`config.mk`:
```
export PLATFORM = sky130hd
export DESIGN_NAME = bin_to_bcd_seq_flat
export DESIGN_NICKNAME = d
export VERILOG_FILES = /design/src/rtl/bin_to_bcd_seq_if.sv /design/src/rtl/bin_to_bcd_seq.sv /design/src/flat_wrapper.sv
export SDC_FILE = /design/constraint.sdc
export NUM_CORES = 1
export LEC_CHECK = 0
export BUFFER_PORTS_ARGS = -buffer_cell sky130_fd_sc_hd__buf_2
export CORE_ASPECT_RATIO = 0.5
export CORE_MARGIN = 5
export CORE_UTILIZATION = 55
export CTS_CLUSTER_DIAMETER = 30
export DETAILED_ROUTE_END_ITERATION = 8
export GPL_TIMING_DRIVEN = 1
export PLACE_DENSITY = 0.78
export RECOVER_POWER = 25
export SLEW_MARGIN = 5
export SYNTH_ARGS = -nofsm -noshare
export SYNTH_HDL_FRONTEND = slang
export SYNTH_SLANG_ARGS = --single-unit
```
`constraint.sdc`:
```
create_clock -name CLK -period 1.95 [get_ports CLK]
set_input_delay 0.39 -clock CLK [delete_from_list [all_inputs] [get_ports CLK]]
set_output_delay 0.39 -clock CLK [all_outputs]
set_load 0.03 [all_outputs]
```
`src/rtl/bin_to_bcd_seq_if.sv`:
```
// rtl/bin_to_bcd_seq_if.sv - start/busy/done handshake and result bus of the sequential binary-to-BCD converter
//
// Signals:
//   CE     clock enable; the converter advances only on CLK edges with CE=1
//   START  conversion request, sampled on CE edges
//   IN     binary value, captured when START is accepted
//   BUSY   conversion in progress
//   DONE   one-CLK pulse when Q/OVF are updated
//   OVF    result did not fit in OUT_DECADES decades
//   Q      BCD result, decade n in Q[4n+3:4n]
// Modports: master drives CE/START/IN, slave (the converter) drives BUSY/DONE/OVF/Q.
interface bin_to_bcd_seq_if #(
    parameter int IN_BITS_NUM = 17,
    parameter int OUT_DECADES = 6
);
    localparam int OUT_BITS_NUM = OUT_DECADES * 4;

    logic                    CE;
    logic                    START;
    logic [IN_BITS_NUM-1:0]  IN;
    logic                    BUSY;
    logic                    DONE;
    logic                    OVF;
    logic [OUT_BITS_NUM-1:0] Q;

    modport master (output CE, START, IN, input BUSY, DONE, OVF, Q);
    modport slave  (input CE, START, IN, output BUSY, DONE, OVF, Q);
endinterface

```
`src/rtl/bin_to_bcd_seq.sv`:
```
// rtl/bin_to_bcd_seq.sv - sequential shift-and-add-3 binary-to-BCD converter
//
// Ports:
//   CLK  system clock
//   CLR  synchronous active-high reset, has priority over CE
//   bus  bin_to_bcd_seq_if.slave: CE, START, IN in; BUSY, DONE, OVF, Q out
// Optional build macro BIN_TO_BCD_SEQ_LZ_BLANK_EN: leading zero decades
// (never decade 0, never a saturated result) are committed as 4'hF.
module bin_to_bcd_seq #(
    parameter int IN_BITS_NUM  = 17,
    parameter int OUT_DECADES  = 6,
    parameter int OUT_BITS_NUM = OUT_DECADES * 4
) (
    input  logic               CLK,
    input  logic               CLR,
    bin_to_bcd_seq_if.slave    bus
);
    localparam int CNT_W = $clog2(IN_BITS_NUM + 1);

    typedef enum logic [1:0] {IDLE, SHIFT, COMMIT} state_t;

    state_t                  state, state_n;
    logic [IN_BITS_NUM-1:0]  bin_sr, bin_n;
    logic [OUT_BITS_NUM-1:0] acc, acc_n, acc_adj, commit_val;
    logic [CNT_W-1:0]        cnt, cnt_n;
    logic                    sticky, sticky_n;
    logic [OUT_BITS_NUM-1:0] q_r, q_n;
    logic                    ovf_r, ovf_n;
    logic                    busy_r, busy_n;
    logic                    done_r, done_n;

    // Add-3 correction applied before each shift to every decade >= 5.
    always_comb begin
        acc_adj = acc;
        for (int i = 0; i < OUT_DECADES; i++) begin
            if (acc[4*i +: 4] >= 4'd5)
                acc_adj[4*i +: 4] = acc[4*i +: 4] + 4'd3;
        end
    end

    // Value written to Q at commit: saturated 9s on overflow, otherwise the
    // accumulator (optionally with leading zero decades blanked).
    always_comb begin
        commit_val = acc;
        if (sticky) begin
            for (int i = 0; i < OUT_DECADES; i++)
                commit_val[4*i +: 4] = 4'h9;
        end
`ifdef BIN_TO_BCD_SEQ_LZ_BLANK_EN
        else begin
            logic seen_nz;
            seen_nz = 1'b0;
            for (int i = OUT_DECADES - 1; i >= 1; i--) begin
                if (acc[4*i +: 4] != 4'h0)
                    seen_nz = 1'b1;
                if (!seen_nz)
                    commit_val[4*i +: 4] = 4'hF;
            end
        end
`else
        else begin
            commit_val = acc;
        end
`endif
    end

    always_comb begin
        state_n  = state;
        bin_n    = bin_sr;
        acc_n    = acc;
        cnt_n    = cnt;
        sticky_n = sticky;
        q_n      = q_r;
        ovf_n    = ovf_r;
        busy_n   = busy_r;
        done_n   = 1'b0;            // DONE lasts exactly one CLK, independent of CE
        if (bus.CE) begin
            case (state)
                IDLE: begin
                    if (bus.START) begin
                        bin_n    = bus.IN;
                        acc_n    = '0;
                        sticky_n = 1'b0;
                        cnt_n    = CNT_W'(IN_BITS_NUM);
                        busy_n   = 1'b1;
                        state_n  = SHIFT;
                    end
                end
                SHIFT: begin
                    // The bit leaving the top decade is lost: record it as overflow.
                    {acc_n, bin_n} = {acc_adj[OUT_BITS_NUM-2:0], bin_sr, 1'b0};
                    sticky_n       = sticky | acc_adj[OUT_BITS_NUM-1];
                    cnt_n          = cnt - CNT_W'(1);
                    if (cnt == CNT_W'(1))
                        state_n = COMMIT;
                end
                COMMIT: begin
                    q_n     = commit_val;
                    ovf_n   = sticky;
                    done_n  = 1'b1;
                    busy_n  = 1'b0;
                    state_n = IDLE;
                end
                default: state_n = IDLE;
            endcase
        end
    end

    always_ff @(posedge CLK) begin
        if (CLR) begin
            state  <= IDLE;
            bin_sr <= '0;
            acc    <= '0;
            cnt    <= '0;
            sticky <= 1'b0;
            q_r    <= '0;
            ovf_r  <= 1'b0;
            busy_r <= 1'b0;
            done_r <= 1'b0;
        end else begin
            state  <= state_n;
            bin_sr <= bin_n;
            acc    <= acc_n;
            cnt    <= cnt_n;
            sticky <= sticky_n;
            q_r    <= q_n;
            ovf_r  <= ovf_n;
            busy_r <= busy_n;
            done_r <= done_n;
        end
    end

    assign bus.Q    = q_r;
    assign bus.OVF  = ovf_r;
    assign bus.BUSY = busy_r;
    assign bus.DONE = done_r;
endmodule

```
`src/flat_wrapper.sv`:
```
// flat-port wrapper written by rule: the top's interface ports become plain ports
module bin_to_bcd_seq_flat 
#(
    parameter int IN_BITS_NUM  = 17,
    parameter int OUT_DECADES  = 6,
    parameter int OUT_BITS_NUM = OUT_DECADES * 4
)
  (CLK, CLR, bus_CE, bus_START, bus_IN, bus_BUSY, bus_DONE, bus_OVF, bus_Q);
  bin_to_bcd_seq_if #(.IN_BITS_NUM(IN_BITS_NUM), .OUT_DECADES(OUT_DECADES)) bus_i ();
  input  logic CLK;
  input  logic CLR;
  input wire logic [$bits(bus_i.CE)-1:0] bus_CE;
  input wire logic [$bits(bus_i.START)-1:0] bus_START;
  input wire logic [$bits(bus_i.IN)-1:0] bus_IN;
  output wire logic [$bits(bus_i.BUSY)-1:0] bus_BUSY;
  output wire logic [$bits(bus_i.DONE)-1:0] bus_DONE;
  output wire logic [$bits(bus_i.OVF)-1:0] bus_OVF;
  output wire logic [$bits(bus_i.Q)-1:0] bus_Q;
  assign bus_i.CE = bus_CE;
  assign bus_i.START = bus_START;
  assign bus_i.IN = bus_IN;
  assign bus_BUSY = bus_i.BUSY;
  assign bus_DONE = bus_i.DONE;
  assign bus_OVF = bus_i.OVF;
  assign bus_Q = bus_i.Q;
  bin_to_bcd_seq #(.IN_BITS_NUM(IN_BITS_NUM), .OUT_DECADES(OUT_DECADES), .OUT_BITS_NUM(OUT_BITS_NUM)) u_core (.CLK(CLK), .CLR(CLR), .bus(bus_i));
endmodule
```
# Yosys cells after proc, flatten, opt, wreduce, memory -nomap -nowiden

Index checks and enable logic that the tools add are counted.

Register bits: 76
Bits of input ports: 21
Output and inout bits: 27
Word-level logic and storage cells: 58

Add/sub/neg operators: 7
Order comparisons: 6
Equality and inequality tests: 5
Multiplexer cells: 21
Bitwise logic cells: 2
Reductions and logical operators: 8

Operators with widths:

| cell                                                               | count |
|---|---|
| two-way mux 24 bit                                                 | 2 |
| case mux 24 bit (2 select lines)                                   | 1 |
| case mux 17 bit (2 select lines)                                   | 1 |
| adder 4 x 2 -> 4 bit (second input constant)                       | 6 |
| greater-or-equal comparator 4 x 3 -> 1 bit (second input constant) | 6 |
| two-way mux 4 bit                                                  | 6 |
| two-way mux 17 bit                                                 | 1 |
| case mux 5 bit (2 select lines)                                    | 1 |
| AND reduction 3 bit                                                | 3 |
| == test 5 x 1 -> 1 bit (second input constant)                     | 1 |
| two-way mux 5 bit                                                  | 1 |
| subtractor 5 x 1 -> 5 bit (second input constant)                  | 1 |
| two-way mux 2 bit                                                  | 2 |
| case mux 1 bit (2 select lines)                                    | 2 |
| case mux 2 bit (2 select lines)                                    | 1 |
| nonzero test 2 bit                                                 | 2 |
| two-way mux 1 bit                                                  | 3 |
| == test 2 x 1 -> 1 bit (second input constant)                     | 1 |
| == test 2 bit (second input constant)                              | 1 |
| logical NOT 2 bit                                                  | 1 |
| != test 2 x 1 -> 1 bit (second input constant)                     | 1 |
| != test 2 bit (second input constant)                              | 1 |
| AND reduction 2 bit                                                | 1 |
| OR reduction 2 bit                                                 | 1 |
| other kinds (2)                                                    | 2 |

# Longest topological paths before layout

Gate-level depths: netlist of the first run.

Depth in word-level cells: 4
Gate-level depth with buffers: 6

# Worst setup path before layout of the first run

No wires, ideal clock.

Path kind: reg-to-reg
Start: register u_core.acc[20]
End: register u_core.sticky
Library setup time: 58 ps
Arrival time: 1,396 ps
Required time: 1,892 ps
Path slack: 495 ps
Stages on the path, launching flop included: 7
Clock period less this slack: 1,455 ps
Cells stage by stage: dfxtp_1 inv_1 ha_1 nand2b_1 or3b_2 a21oi_1 o21a_1

Word-level cells in the longest chain between the ends: 4
Elaborated cells on any way between the ends: 5
Those cells by class: add/sub: 1; order compare: 1; mux: 2; bitwise: 1

RTL lines:

| what                                                                                      | RTL line                                   | RTL |
|---|---|---|
| start: declaration                                                                        | bin_to_bcd_seq.sv:24                       | `logic [OUT_BITS_NUM-1:0] acc, acc_n, acc_adj, commit_val;` |
| start signal: assignment                                                                  | bin_to_bcd_seq.sv:123                      | `acc <= acc_n;` |
| adder 4 x 2 -> 4 bit / greater-or-equal comparator 4 x 3 -> 1 bit (equally long branches) | bin_to_bcd_seq.sv:37, bin_to_bcd_seq.sv:36 |  |
| two-way mux 4 bit (*)                                                                     | bin_to_bcd_seq.sv:36                       | `if (acc[4*i +: 4] >= 4'd5)` |
| bitwise OR 1 bit (*)                                                                      | bin_to_bcd_seq.sv:92                       | `sticky_n = sticky \| acc_adj[OUT_BITS_NUM-1];` |
| case mux 1 bit (2 select lines) (*)                                                       | bin_to_bcd_seq.sv:78                       | `case (state)` |
| end signal: assignment                                                                    | bin_to_bcd_seq.sv:125                      | `sticky <= sticky_n;` |
| end: declaration                                                                          | bin_to_bcd_seq.sv:26                       | `logic sticky, sticky_n;` |

Mark *: on every way between the ends. The rest lies on a longest branch, timed or not.
A chain may end at the register's enable or synchronous reset.

# Worst setup path after layout of the first run

Ends and elaborated chain as after synthesis.

==> results_tabular.tex, run 1 <==
\begin{tabular}{lr}
\hline
Metric & Value \\
\hline
\multicolumn{2}{l}{\textbf{Global route}} \\
\quad Global router's overall resource usage & approximately 22\% \\
\quad Largest net degree at the start of global routing & 27 \\
\quad Wire length of the first global-routing pass & 13500 um \\
\quad Remaining Overflow, GRT & 0 \\
\quad Number of antenna violations at the first check in global routing & 0 \\
\quad Number of global-route vias before repair & 2840 \\
\multicolumn{2}{l}{\textbf{STA}} \\
\quad Final max-slew violation count & 0 \\
\quad Actual slew at the worst max-slew pin & 585 ps \\
\quad Worst Slack Setup Final & between 200 and 300 ps \\
\quad Max-slew headroom & 61.0\% \\
\quad Finish-stage setup viols & 0 \\
\quad F\_max & 601 MHz \\
\quad Total count of hold-check failures in the final report & 0 \\
\quad RSZ-0062 raised after global routing & no \\
\quad Final total negative setup slack & 0 ps \\
\quad Layout Skew & around 3.8 ps \\
\quad Share of the clock period used by the worst path after layout & 85.3\% \\
\quad Minimum clock period & approximately 1700 ps \\
\multicolumn{2}{l}{\textbf{Detailed routing}} \\
\quad Number of vias per cell & about 5.8 \\
\quad Total iterations of the first detailed-routing run & 7 \\
\quad Routed wire length per instance & 16.1 um \\
\quad Final antenna-violating net count & 0 \\
\quad WL met3 & 502 um \\
\quad Met2 wire length & between 3000 and 4000 um \\
\quad Routed vias & 2846 \\
\quad Metal1 wirelength & $\sim$3400 um \\
\quad DR DRC count & 0 \\
\quad DRT Wirelength & $\sim$7900 um \\
\quad Detailed Route Iter0 Violations & 189 \\
\quad Highest routed layer & met4 \\
\multicolumn{2}{l}{\textbf{Critical path}} \\
\quad Max FO, Critical Path & 5 \\
\quad Cell with the biggest individual delay on the critical path & or3b\_2 \\
\quad Family with the most delay on the worst path & simple AND/OR/NAND/NOR gates \\
\quad WP data arrival & 1940 ps \\
\quad CP max stage delay & between 400 and 500 ps \\
\quad Critical Path Source Type & flop \\
\quad Cells along the critical path & inv\_1, ha\_1, nand2b\_1, or3b\_2, a21oi\_1, o21a\_1 \\
\quad Worst Setup End Kind & flop \\
\quad Critical path buffers and inverters & 1 \\
\quad Crit Path Class & flop to flop \\
\quad Required time of the critical path & about 2200 ps \\
\multicolumn{2}{l}{\textbf{Synth}} \\
\quad Net count after synthesis & 394 \\
\quad Count of warnings emitted by yosys & 0 \\
\quad Cell area after technology mapping & between 0.003 and 0.004 mm\^{}2 \\
\quad Area share of the leading cell type in the synthesized netlist & 45.6\% \\
\quad Largest area contributor in the synthesized netlist & dfxtp\_1 \\
\quad Post-synth cell types & 42 \\
\quad Number of instances in the synthesized netlist & 359 \\
\quad Seq/Total Area, Yosys & 45.6\% \\
\quad FF+latch count, synth & 76 \\
\quad Mapped Avg Cell Area & 9.30 um\^{}2 \\
\quad Largest cells by area after synthesis & dfxtp\_1, ha\_1, a22o\_1 \\
\multicolumn{2}{l}{\textbf{Layout}} \\
\quad Post-Layout Cell Count & slightly below 500 \\
\quad Share of cells above drive strength 1 & 15.4\% \\
\quad Finished layout cell area & 0.00396 mm\^{}2 \\
\quad Inserted Diodes & 0 \\
\quad Post-layout nets & 446 \\
\quad P\&R area growth vs syn & 18.6\% \\
\multicolumn{2}{l}{\textbf{Die}} \\
\quad Die outline height & 65.1 um \\
\quad Die width & about 120 um \\
\quad Area of the die & between 0.007 and 0.008 mm\^{}2 \\
\quad Number of standard-cell rows in the floorplan & 20 \\
\quad Number of top-level pins & 48 \\
\quad Std-Cell Core Area & 0.00598 mm\^{}2 \\
\quad Initial standard-cell utilization of the core & 55.8\% \\
\multicolumn{2}{l}{\textbf{Placement}} \\
\quad Setup WS pre-CTS & 299 ps \\
\quad Half-perimeter wire length of the detailed placement result & 5320 um \\
\quad Instance area at placement & 0.00367 mm\^{}2 \\
\quad Number of port buffers & 47 \\
\quad GPL Wtd Cong & 0.828 \\
\quad Dpl cells & approximately 480 \\
\multicolumn{2}{l}{\textbf{Power}} \\
\quad Power density of the placed cells & 922 mW/mm\^{}2 \\
\quad Maximum VDD drop & between 0.4 and 0.5 mV \\
\quad Leakage power & 1.56 nW \\
\quad Overall power after layout & between 3 and 4 mW \\
\multicolumn{2}{l}{\textbf{Hold path}} \\
\quad Type of the worst min-delay path & primary input to flop \\
\multicolumn{2}{l}{\textbf{Clock network}} \\
\quad Reg clk slew, reported paths & 60 ps \\
\quad Count of hold buffers inserted by post-cts repair & 0 \\
\quad Number of CTS-inserted buffers & 9 \\
\quad Clock tree root buffer cell & clkbuf\_16 \\
\quad Setup Fix Bufs, Post-CTS & 0 \\
\quad CTS tree & done \\
\quad Number of sinks handled by clock tree synthesis & 76 \\
\quad H-tree Lvls & 3 \\
\quad Max Buffers Root-to-Sink & 2 \\
\quad Clk Latency, worst-skew pair & 330 ps \\
\quad Post-CTS sizing & 0 \\
\multicolumn{2}{l}{\textbf{Job}} \\
\quad Max-capacitance violation count & 0 \\
\multicolumn{2}{l}{\textbf{Outcome}} \\
\quad Result of the run & finished clean \\
\hline
\end{tabular}
final timing paths:
check	cells past startpoint	slack, ps	startpoint	to
max	6	290	u_core.acc[20]	u_core.sticky
min	3	320	bus_IN[0]	u_core.bin_sr[0]
max reg2reg	6	290	u_core.acc[20]	u_core.sticky
min reg2reg	2	460	u_core.bus.Q[4]	u_core.bus.Q[4]
metrics by stage:
step / hold WS (ps) / utilization, %
2_1_floorplan: 448 / -
3_3_place_gp: 432 / 61.3
3_5_place_dp: 442 / 61.3
4_1_cts: 324 / 66.8
5_1_grt: 321 / 66.2
6_report: 322 / 66.2
state kept, by name, summed over array words and instances, names as in the netlist:
| signal | cells |
|---|---|
| u_core.acc | 24 |
| u_core.bus.BUSY | 1 |
| u_core.bin_sr | 17 |
| u_core.bus.OVF | 1 |
| u_core.bus.DONE | 1 |
| u_core.state | 2 |
| u_core.bus.Q | 24 |
| u_core.cnt | 5 |
| u_core.sticky | 1 |
synthesized netlist by cell type:
master and n:
buf_6 2, nor2_2 2, a31oi_1 1, nand2_1 26, o31ai_1 5, nor4bb_1 1
inv_1 17, or3b_2 1, a21oi_4 1, nor3_4 1, nor3_1 8, nand4b_1 1
o21ai_0 25, o21ai_1 6, nor2_4 1, a211oi_1 7, nand2b_1 9, o22ai_1 8
nand3b_1 2, xor2_1 8, ha_1 14, buf_4 4, xnor2_1 6, nor2_1 29
a22o_1 19, a211oi_2 1, a21oi_1 15, nand3_1 7, inv_2 2, nor2b_1 1
clkbuf_1 7, or2_2 1, a22oi_1 18, nor3_2 1, o21a_1 2, and3b_2 1
mux2i_1 15, a221oi_1 1, or2_1 1, dfxtp_1 76, buf_2 5, buf_1 1
metal layers:
layer / vias to the layer above / global-route usage (%)
met4: 0 / 8.99
met2: 113 / 37.5
met1: 1335 / 25.9
li1: 1377 / -
met3: 21 / 5.93
met5: - / 0
cells in the final DEF (no fill, tap or decap), types with 15 or more instances in the layout:
cell	n
nand2_1	26
mux2i_1	15
nor2_1	29
a22oi_1	18
a22o_1	19
a21oi_1	15
buf_2	23
dfxtp_1	76
inv_1	17
clkbuf_1	25
o21ai_0	25
power breakdown:
part           switching [mW]  leakage [nW]  total [mW]  internal (mW)
combinational           0.140         0.792       0.232         0.0918
clock                   0.647         0.151        1.80           1.15
sequential             0.0278         0.616        1.62           1.59
kinds of logic after synthesis:
logic type,share of synthesized area (%)
flip-flops,45.6
AND/OR/NAND/NOR,13.8
AO/OA/AOI/OAI,21.9
multiplexers,4.50
adder cells (fa/ha/maj),5.25
XOR/XNOR,3.67
buffers and inverters,5.36
worst register-to-register path: stages (launching register included):
cell      delay, ps
dfxtp_1         400
inv_1           100
ha_1            250
nand2b_1        110
or3b_2          450
a21oi_1         180
o21a_1          120
final cells by class:
cell class / instances / area [um^2]
Clock buffer: 10 / 239
Inverter: 19 / 71.3
Sequential cell: 76 / 1520
Timing Repair Buffer: 60 / 299
Tap cell: 77 / 96.3
Fill cell: 468 / 2020
Clock inverter: 6 / 87.6
Multi-Input combinational cell: 245 / 1640
No activity file was read; power rests on OpenSTA's default activity.
==> run 2, diff against run 1 <==
--- a/config.mk
+++ b/config.mk
@@ -6,15 +6,15 @@
 export NUM_CORES = 1
 export LEC_CHECK = 0
 export BUFFER_PORTS_ARGS = -buffer_cell sky130_fd_sc_hd__buf_2
+export CAP_MARGIN = 15
 export CORE_ASPECT_RATIO = 0.5
 export CORE_MARGIN = 5
-export CORE_UTILIZATION = 55
+export CORE_UTILIZATION = 51
 export CTS_CLUSTER_DIAMETER = 30
 export DETAILED_ROUTE_END_ITERATION = 8
 export GPL_TIMING_DRIVEN = 1
-export PLACE_DENSITY = 0.78
+export PLACE_DENSITY = 0.76
 export RECOVER_POWER = 25
-export SLEW_MARGIN = 5
 export SYNTH_ARGS = -nofsm -noshare
 export SYNTH_HDL_FRONTEND = slang
 export SYNTH_SLANG_ARGS = --single-unit
==> constraint.sdc (replaced) <==
create_clock -name CLK -period 1.5 [get_ports CLK]
set_input_delay 0.3 -clock CLK [delete_from_list [all_inputs] [get_ports CLK]]
set_output_delay 0.3 -clock CLK [all_outputs]
set_load 0.03 [all_outputs]
==> run 2 against run 1 <==
Global-route usage fell by 0.95 points. Wire length rose by 6.0%. Cell count rose by 6.7%. Clock skew rose by 4.0 ps. Setup slack got worse by 260 ps. Non-clock buffer count rose by 21. Hold slack got worse by 81 ps. Critical path type unchanged. Highest routed layer unchanged.
==> results_tabular.tex, run 2 (synthesis gave the netlist of run 1 again) <==
\begin{tabular}{lr}
\hline
Metric & Value \\
\hline
\multicolumn{2}{l}{\textbf{Hold path}} \\
\quad Hold path startpoint & bus\_IN[0] \\
\quad Worst hold path depth & 3 (unchanged) \\
\quad Min-Delay Endpoint & u\_core.bin\_sr[0] \\
\quad Type of the worst min-delay path & primary input to flop \\
\multicolumn{2}{l}{\textbf{Global route}} \\
\quad Number of antenna violations at the first check in global routing & 0 (unchanged) \\
\quad Largest net degree at the start of global routing & 27 (unchanged) \\
\quad Number of global-route vias before repair & 2975 (+4.8\%) \\
\quad Wire length of the first global-routing pass & 13700 um (+1.3\%) \\
\quad Remaining Overflow, GRT & 0 (unchanged) \\
\quad Global router's overall resource usage & 20.8\% (-0.95 points) \\
\multicolumn{2}{l}{\textbf{Clock network}} \\
\quad Clk Latency, worst-skew pair & 340 ps (about the same) \\
\quad H-tree Lvls & 3 (unchanged) \\
\quad Reg clk slew, reported paths & 60 ps (about the same) \\
\quad Number of CTS-inserted buffers & 9 (unchanged) \\
\quad Number of sinks handled by clock tree synthesis & 76 (unchanged) \\
\quad Max Buffers Root-to-Sink & 2 (unchanged) \\
\quad CTS tree & done \\
\quad Clock tree root buffer cell & clkbuf\_16 \\
\quad Count of hold buffers inserted by post-cts repair & 0 (unchanged) \\
\multicolumn{2}{l}{\textbf{Placement}} \\
\quad Dpl cells & 506 (+6.1\%) \\
\quad Half-perimeter wire length of the detailed placement result & 5470 um (+2.7\%) \\
\quad GPL Wtd Cong & 0.822 (-0.72\%) \\
\quad Number of port buffers & 47 (unchanged) \\
\multicolumn{2}{l}{\textbf{Layout}} \\
\quad Post-layout nets & 468 (+4.9\%) \\
\quad Inserted Diodes & 0 (unchanged) \\
\quad P\&R area growth vs syn & 27.2\% \\
\quad Share of cells above drive strength 1 & 24.4\% (+9.0 points) \\
\quad Post-Layout Cell Count & 526 (+6.7\%) \\
\quad Commonest non-fill, non-tap cell in the layout & dfxtp\_1 \\
\quad Most frequent cells in the layout & dfxtp\_1, nor2\_1, buf\_4, nand2\_1 \\
\multicolumn{2}{l}{\textbf{Critical path}} \\
\quad Crit Reg-Reg Endpoint & u\_core.sticky \\
\quad Worst Setup End Kind & flop \\
\quad Startpoint of the worst setup timing path & u\_core.acc[22] \\
\quad Critical Path Source Type & flop \\
\quad WP data arrival & 1750 ps (-190 ps) \\
\quad Required time of the critical path & 1780 ps (-450 ps) \\
\quad Cell count of the worst reg-to-reg path & 4 (-2) \\
\quad Crit Path Class & flop to flop \\
\quad Internal reg-to-reg setup slack & 30 ps (-260 ps) \\
\quad Max FO, Critical Path & 6 (+1) \\
\quad Worst R2R Start & u\_core.acc[22] \\
\multicolumn{2}{l}{\textbf{Die}} \\
\quad Number of top-level pins & 48 (unchanged) \\
\quad Die width & 124 um (+3.5\%) \\
\quad Area of the die & 0.00836 mm\^{}2 (+6.9\%) \\
\quad Number of standard-cell rows in the floorplan & 20 (unchanged) \\
\quad Initial standard-cell utilization of the core & 53.8\% (-2.0 points) \\
\quad Die outline height & 67.2 um (+3.3\%) \\
\quad Std-Cell Core Area & 0.00621 mm\^{}2 (+3.8\%) \\
\multicolumn{2}{l}{\textbf{STA}} \\
\quad Final max-slew violation count & 0 (unchanged) \\
\quad Share of the clock period used by the worst path after layout & 97.9\% (+13 points) \\
\quad Actual slew at the worst max-slew pin & 377 ps (-209 ps) \\
\quad Max-slew headroom & 75.0\% (+14 points) \\
\quad Final total negative setup slack & 0 ps (unchanged) \\
\quad Finish-stage setup viols & 0 (unchanged) \\
\quad F\_max & 681 MHz (+13\%) \\
\quad Minimum clock period & 1470 ps (-195 ps) \\
\quad Total count of hold-check failures in the final report & 0 (unchanged) \\
\quad Layout Skew & 7.85 ps (+4.03 ps) \\
\multicolumn{2}{l}{\textbf{Detailed routing}} \\
\quad Detailed Route Iter0 Violations & 148 (-22\%) \\
\quad Routed vias & 2919 (+2.6\%) \\
\quad DRT Wirelength & 8390 um (+6.0\%) \\
\quad Routed wire length per instance & 16.0 um (-0.61\%) \\
\quad Number of vias per cell & 5.55 (-3.9\%) \\
\quad Total iterations of the first detailed-routing run & 4 (-3) \\
\quad Final antenna-violating net count & 0 (unchanged) \\
\quad DR DRC count & 0 (unchanged) \\
\multicolumn{2}{l}{\textbf{Power}} \\
\quad Maximum VDD drop & 1.01 mV (+130\%) \\
\quad Power density of the placed cells & 1110 mW/mm\^{}2 (+20\%) \\
\quad Leakage power & 1.70 nW (+8.9\%) \\
\multicolumn{2}{l}{\textbf{Job}} \\
\quad Max-capacitance violation count & 0 (unchanged) \\
\multicolumn{2}{l}{\textbf{Outcome}} \\
\quad Result of the run & finished clean \\
\hline
\end{tabular}
-- run 2: timing repair --
item,CTS,global route
cloned,0,1
setup endpoints to repair,18,30
resized for setup,6,15
pin swaps,2,3
setup buffers,1,2
-- run 2: power by group --
part / switching, mW / internal [mW]
Combinational: 0.197 / 0.158
Clock: 0.855 / 1.38
Sequential: 0.0358 / 2.07
-- run 2: worst max-delay path, cell delays in order (launching register included) --
cell and delay (ps):
dfxtp_1 470, o21ai_0 220, or3b_4 430, a21oi_2 170, o21a_1 120
-- run 2: layout make-up --
class / instances / area [um^2]
tap: 88 / 110
inverter: 19 / 71.3
timing repair buffer: 81 / 510
clock inverter: 5 / 58.8
fill: 506 / 1960
clock buffer: 11 / 253
sequential: 76 / 1530
multi-input combinational: 246 / 1710
-- run 2: layer usage --
metal  vias to the layer above  track usage [%]  wire length, um
met1                      1371             22.2             3510
li1                       1426                -                -
met2                       100             36.9             4100
met3                        22             8.29              625
met5                         -                0                0
met4                         0             10.5              161
-- run 2: how the worst max path moves through the flow --
stage | end | slack (ps) | cells past startpoint
final | u_core.sticky | 30 | 4
after global placement | u_core.acc[10] | -30 | 4
after detailed placement | u_core.acc[12] | -140 | 5
after global routing | u_core.acc[7] | -30 | 5
after CTS | u_core.acc[22] | -7 | 6
after floorplan | u_core.sticky | 50 | 6
-- run 2: stage by stage --
stage | instance area (um^2) | setup slack [ps] | power [mW] | hold WS (ps) | util, %
4_1_cts | 4190 | -7.02 | 4.71 | 242 | 67.5
6_report | 4250 | 31.1 | 4.69 | 241 | 68.4
2_1_floorplan | 3340 | 45.5 | 2.36 | 411 | -
3_3_place_gp | 3840 | -33.9 | 2.45 | 430 | 61.9
5_1_grt | 4250 | -27.1 | 4.88 | 252 | 68.4
3_5_place_dp | 3840 | -137 | 2.47 | 438 | 61.9
==> run 3, diff against run 2 <==
--- a/config.mk
+++ b/config.mk
@@ -9,11 +9,11 @@
 export CAP_MARGIN = 15
 export CORE_ASPECT_RATIO = 0.5
 export CORE_MARGIN = 5
-export CORE_UTILIZATION = 51
+export CORE_UTILIZATION = 55
 export CTS_CLUSTER_DIAMETER = 30
 export DETAILED_ROUTE_END_ITERATION = 8
 export GPL_TIMING_DRIVEN = 1
-export PLACE_DENSITY = 0.76
+export PLACE_DENSITY = 0.78
 export RECOVER_POWER = 25
 export SYNTH_ARGS = -nofsm -noshare
 export SYNTH_HDL_FRONTEND = slang
==> constraint.sdc (replaced) <==
create_clock -name CLK -period 1.8 [get_ports CLK]
set_input_delay 0.36 -clock CLK [delete_from_list [all_inputs] [get_ports CLK]]
set_output_delay 0.36 -clock CLK [all_outputs]
set_load 0.02 [all_outputs]
==> run 3 against run 2 <==
Total power down 15%. Sequential share of layout area rose by 2.0 points. Global-route usage grew 1.4 points. First-iteration DRC count decreased by 3.4%. Setup slack better by 170 ps. Maximum frequency decreased by 8.3%. Final area is 5.8% lower. Via count is 5.2% lower. Critical path type unchanged. Critical endpoint unchanged.
==> results_tabular.tex, run 3 (synthesis gave the netlist of run 1 again) <==
\begin{tabular}{lr}
\hline
Metric & Value \\
\hline
\multicolumn{2}{l}{\textbf{Critical path}} \\
\quad WP data arrival & 1890 ps (+140 ps) \\
\quad Cells along the critical path & inv\_1, ha\_1, nand2b\_1, or3b\_2, a21oi\_1, o21a\_1 \\
\quad Worst Setup End Kind & flop \\
\quad Max FO, Critical Path & 5 (-1) \\
\quad Required time of the critical path & 2080 ps (+300 ps) \\
\quad Critical Path Source Type & flop \\
\quad Cell with the biggest individual delay on the critical path & or3b\_2 \\
\quad Critical path buffers and inverters & 1 (+1) \\
\quad Family with the most delay on the worst path & simple AND/OR/NAND/NOR gates \\
\quad Crit Path Class & flop to flop \\
\quad CP max stage delay & 440 ps (-30 ps) \\
\multicolumn{2}{l}{\textbf{Global route}} \\
\quad Remaining Overflow, GRT & 0 (unchanged) \\
\quad Number of global-route vias before repair & 2915 (-2.0\%) \\
\quad Largest net degree at the start of global routing & 27 (unchanged) \\
\quad Number of antenna violations at the first check in global routing & 0 (unchanged) \\
\quad Wire length of the first global-routing pass & 13700 um (-0.30\%) \\
\quad Global router's overall resource usage & 22.2\% (+1.4 points) \\
\multicolumn{2}{l}{\textbf{Layout}} \\
\quad Commonest non-fill, non-tap cell in the layout & dfxtp\_1 \\
\quad Register cell area after layout & 0.00152 mm\^{}2 (-0.49\%) \\
\quad Share of cells above drive strength 1 & 16.0\% (-8.4 points) \\
\quad Post-Layout Cell Count & 495 (-5.9\%) \\
\quad Utilization after layout & 66.9\% (-1.5 points) \\
\quad Post-layout nets & 448 (-4.3\%) \\
\quad Inserted Diodes & 0 (unchanged) \\
\quad Finished layout cell area & 0.00400 mm\^{}2 (-5.8\%) \\
\quad Fill cells & 506 (unchanged) \\
\quad Most frequent cells in the layout & dfxtp\_1, nor2\_1, nand2\_1, o21ai\_0, clkbuf\_1 \\
\quad Multi-input gate area in the final layout & 0.00164 mm\^{}2 (-4.0\%) \\
\quad P\&R area growth vs syn & 19.8\% \\
\multicolumn{2}{l}{\textbf{Die}} \\
\quad Die width & 120 um (-3.4\%) \\
\quad Area of the die & 0.00782 mm\^{}2 (-6.5\%) \\
\quad Number of standard-cell rows in the floorplan & 20 (unchanged) \\
\quad Number of top-level pins & 48 (unchanged) \\
\quad Die outline height & 65.1 um (-3.2\%) \\
\quad Initial standard-cell utilization of the core & 55.8\% (+2.0 points) \\
\quad Std-Cell Core Area & 0.00598 mm\^{}2 (-3.6\%) \\
\multicolumn{2}{l}{\textbf{Clock network}} \\
\quad Clock tree root buffer cell & clkbuf\_16 \\
\quad Max Buffers Root-to-Sink & 2 (unchanged) \\
\quad Number of sinks handled by clock tree synthesis & 76 (unchanged) \\
\quad CTS tree & done \\
\quad Reg clk slew, reported paths & 60 ps (about the same) \\
\quad Setup Fix Bufs, Post-CTS & 0 (-1) \\
\quad H-tree Lvls & 3 (unchanged) \\
\quad Count of hold buffers inserted by post-cts repair & 0 (unchanged) \\
\quad Number of CTS-inserted buffers & 9 (unchanged) \\
\quad Clk Latency, worst-skew pair & 340 ps (about the same) \\
\quad Post-CTS sizing & 0 (-6) \\
\multicolumn{2}{l}{\textbf{Detailed routing}} \\
\quad Number of vias per cell & 5.59 (+0.69\%) \\
\quad Detailed Route Iter0 Violations & 143 (-3.4\%) \\
\quad Total iterations of the first detailed-routing run & 4 (unchanged) \\
\quad Final antenna-violating net count & 0 (unchanged) \\
\quad DRT Wirelength & 7840 um (-6.7\%) \\
\quad Routed vias & 2766 (-5.2\%) \\
\quad DR DRC count & 0 (unchanged) \\
\quad Routed wire length per instance & 15.8 um (-0.81\%) \\
\multicolumn{2}{l}{\textbf{STA}} \\
\quad Final total negative setup slack & 0 ps (unchanged) \\
\quad Final max-slew violation count & 0 (unchanged) \\
\quad Total count of hold-check failures in the final report & 0 (unchanged) \\
\quad Min Hold Slack & 304 ps (+63.2 ps) \\
\quad Actual slew at the worst max-slew pin & 551 ps (+175 ps) \\
\quad Share of the clock period used by the worst path after layout & 89.0\% (-8.9 points) \\
\quad Minimum clock period & 1600 ps (+133 ps) \\
\quad Finish-stage setup viols & 0 (unchanged) \\
\quad F\_max & 624 MHz (-8.3\%) \\
\quad RSZ-0062 raised after global routing & no \\
\quad Layout Skew & 5.75 ps (-2.10 ps) \\
\quad Max-slew headroom & 63.2\% (-12 points) \\
\multicolumn{2}{l}{\textbf{Power}} \\
\quad Maximum VDD drop & 0.716 mV (-29\%) \\
\quad Power density of the placed cells & 999 mW/mm\^{}2 (-9.7\%) \\
\quad Leakage power & 1.59 nW (-6.2\%) \\
\multicolumn{2}{l}{\textbf{Placement}} \\
\quad Half-perimeter wire length of the detailed placement result & 5380 um (-1.7\%) \\
\quad Dpl cells & 479 (-5.3\%) \\
\quad Number of port buffers & 47 (unchanged) \\
\quad GPL Wtd Cong & 0.813 (-1.1\%) \\
\quad Instance area at placement & 0.00369 mm\^{}2 (-3.8\%) \\
\multicolumn{2}{l}{\textbf{Hold path}} \\
\quad Type of the worst min-delay path & primary input to flop \\
\multicolumn{2}{l}{\textbf{Outcome}} \\
\quad Result of the run & finished clean \\
\multicolumn{2}{l}{\textbf{Job}} \\
\quad Max-capacitance violation count & 0 (unchanged) \\
\hline
\end{tabular}
==> run 3: layer usage <==
layer / vias to the layer above / part of all wire [%] / track usage, %
met5: - / 0 / 0
met4: 0 / 1.8 / 10.4
met3: 14 / 6.3 / 7.48
met2: 67 / 48 / 38.1
met1: 1307 / 44 / 25.3
li1: 1378 / - / -
==> run 3: worst min-delay path, stage by stage <==
cell and delay, ps:
buf_2 80, a22oi_1 70, nor2_1 80
==> run 3: path summary, 6_finish.rpt <==
kind                         start               end  slack [ps]  depth (start not counted)
setup / recovery    u_core.acc[20]     u_core.sticky         200                          6
hold / removal           bus_IN[0]  u_core.bin_sr[0]         300                          3
setup reg to reg    u_core.acc[20]     u_core.sticky         200                          6
hold reg to reg   u_core.bus.Q[15]  u_core.bus.Q[15]         450                          2
==> run 3: layout make-up <==
type	count	area share [%]
Clock inverter	4	1.75
Sequential cell	76	38.0
Multi-Input combinational cell	245	41.1
Timing Repair Buffer	62	8.26
Inverter	19	1.78
Tap cell	77	2.41
Clock buffer	12	6.66
==> run 3: metrics by stage <==
| stage | setup WS (ps) | total power [mW] |
|---|---|---|
| global placement | 283 | 2.03 |
| CTS | 206 | 4.04 |
| finish | 198 | 4.00 |
| floorplan | 345 | 1.96 |
| global route | 42.6 | 4.15 |
| detailed placement | 222 | 2.05 |
==> run 3: report_power, final <==
group | internal, mW | switching, mW | leakage, nW | total [mW]
Clock | 1.32 | 0.662 | 0.169 | 1.98
Sequential | 1.72 | 0.0296 | 0.616 | 1.75
Combinational | 0.105 | 0.155 | 0.807 | 0.260
Total | 3.15 | 0.846 | 1.59 | 4.00
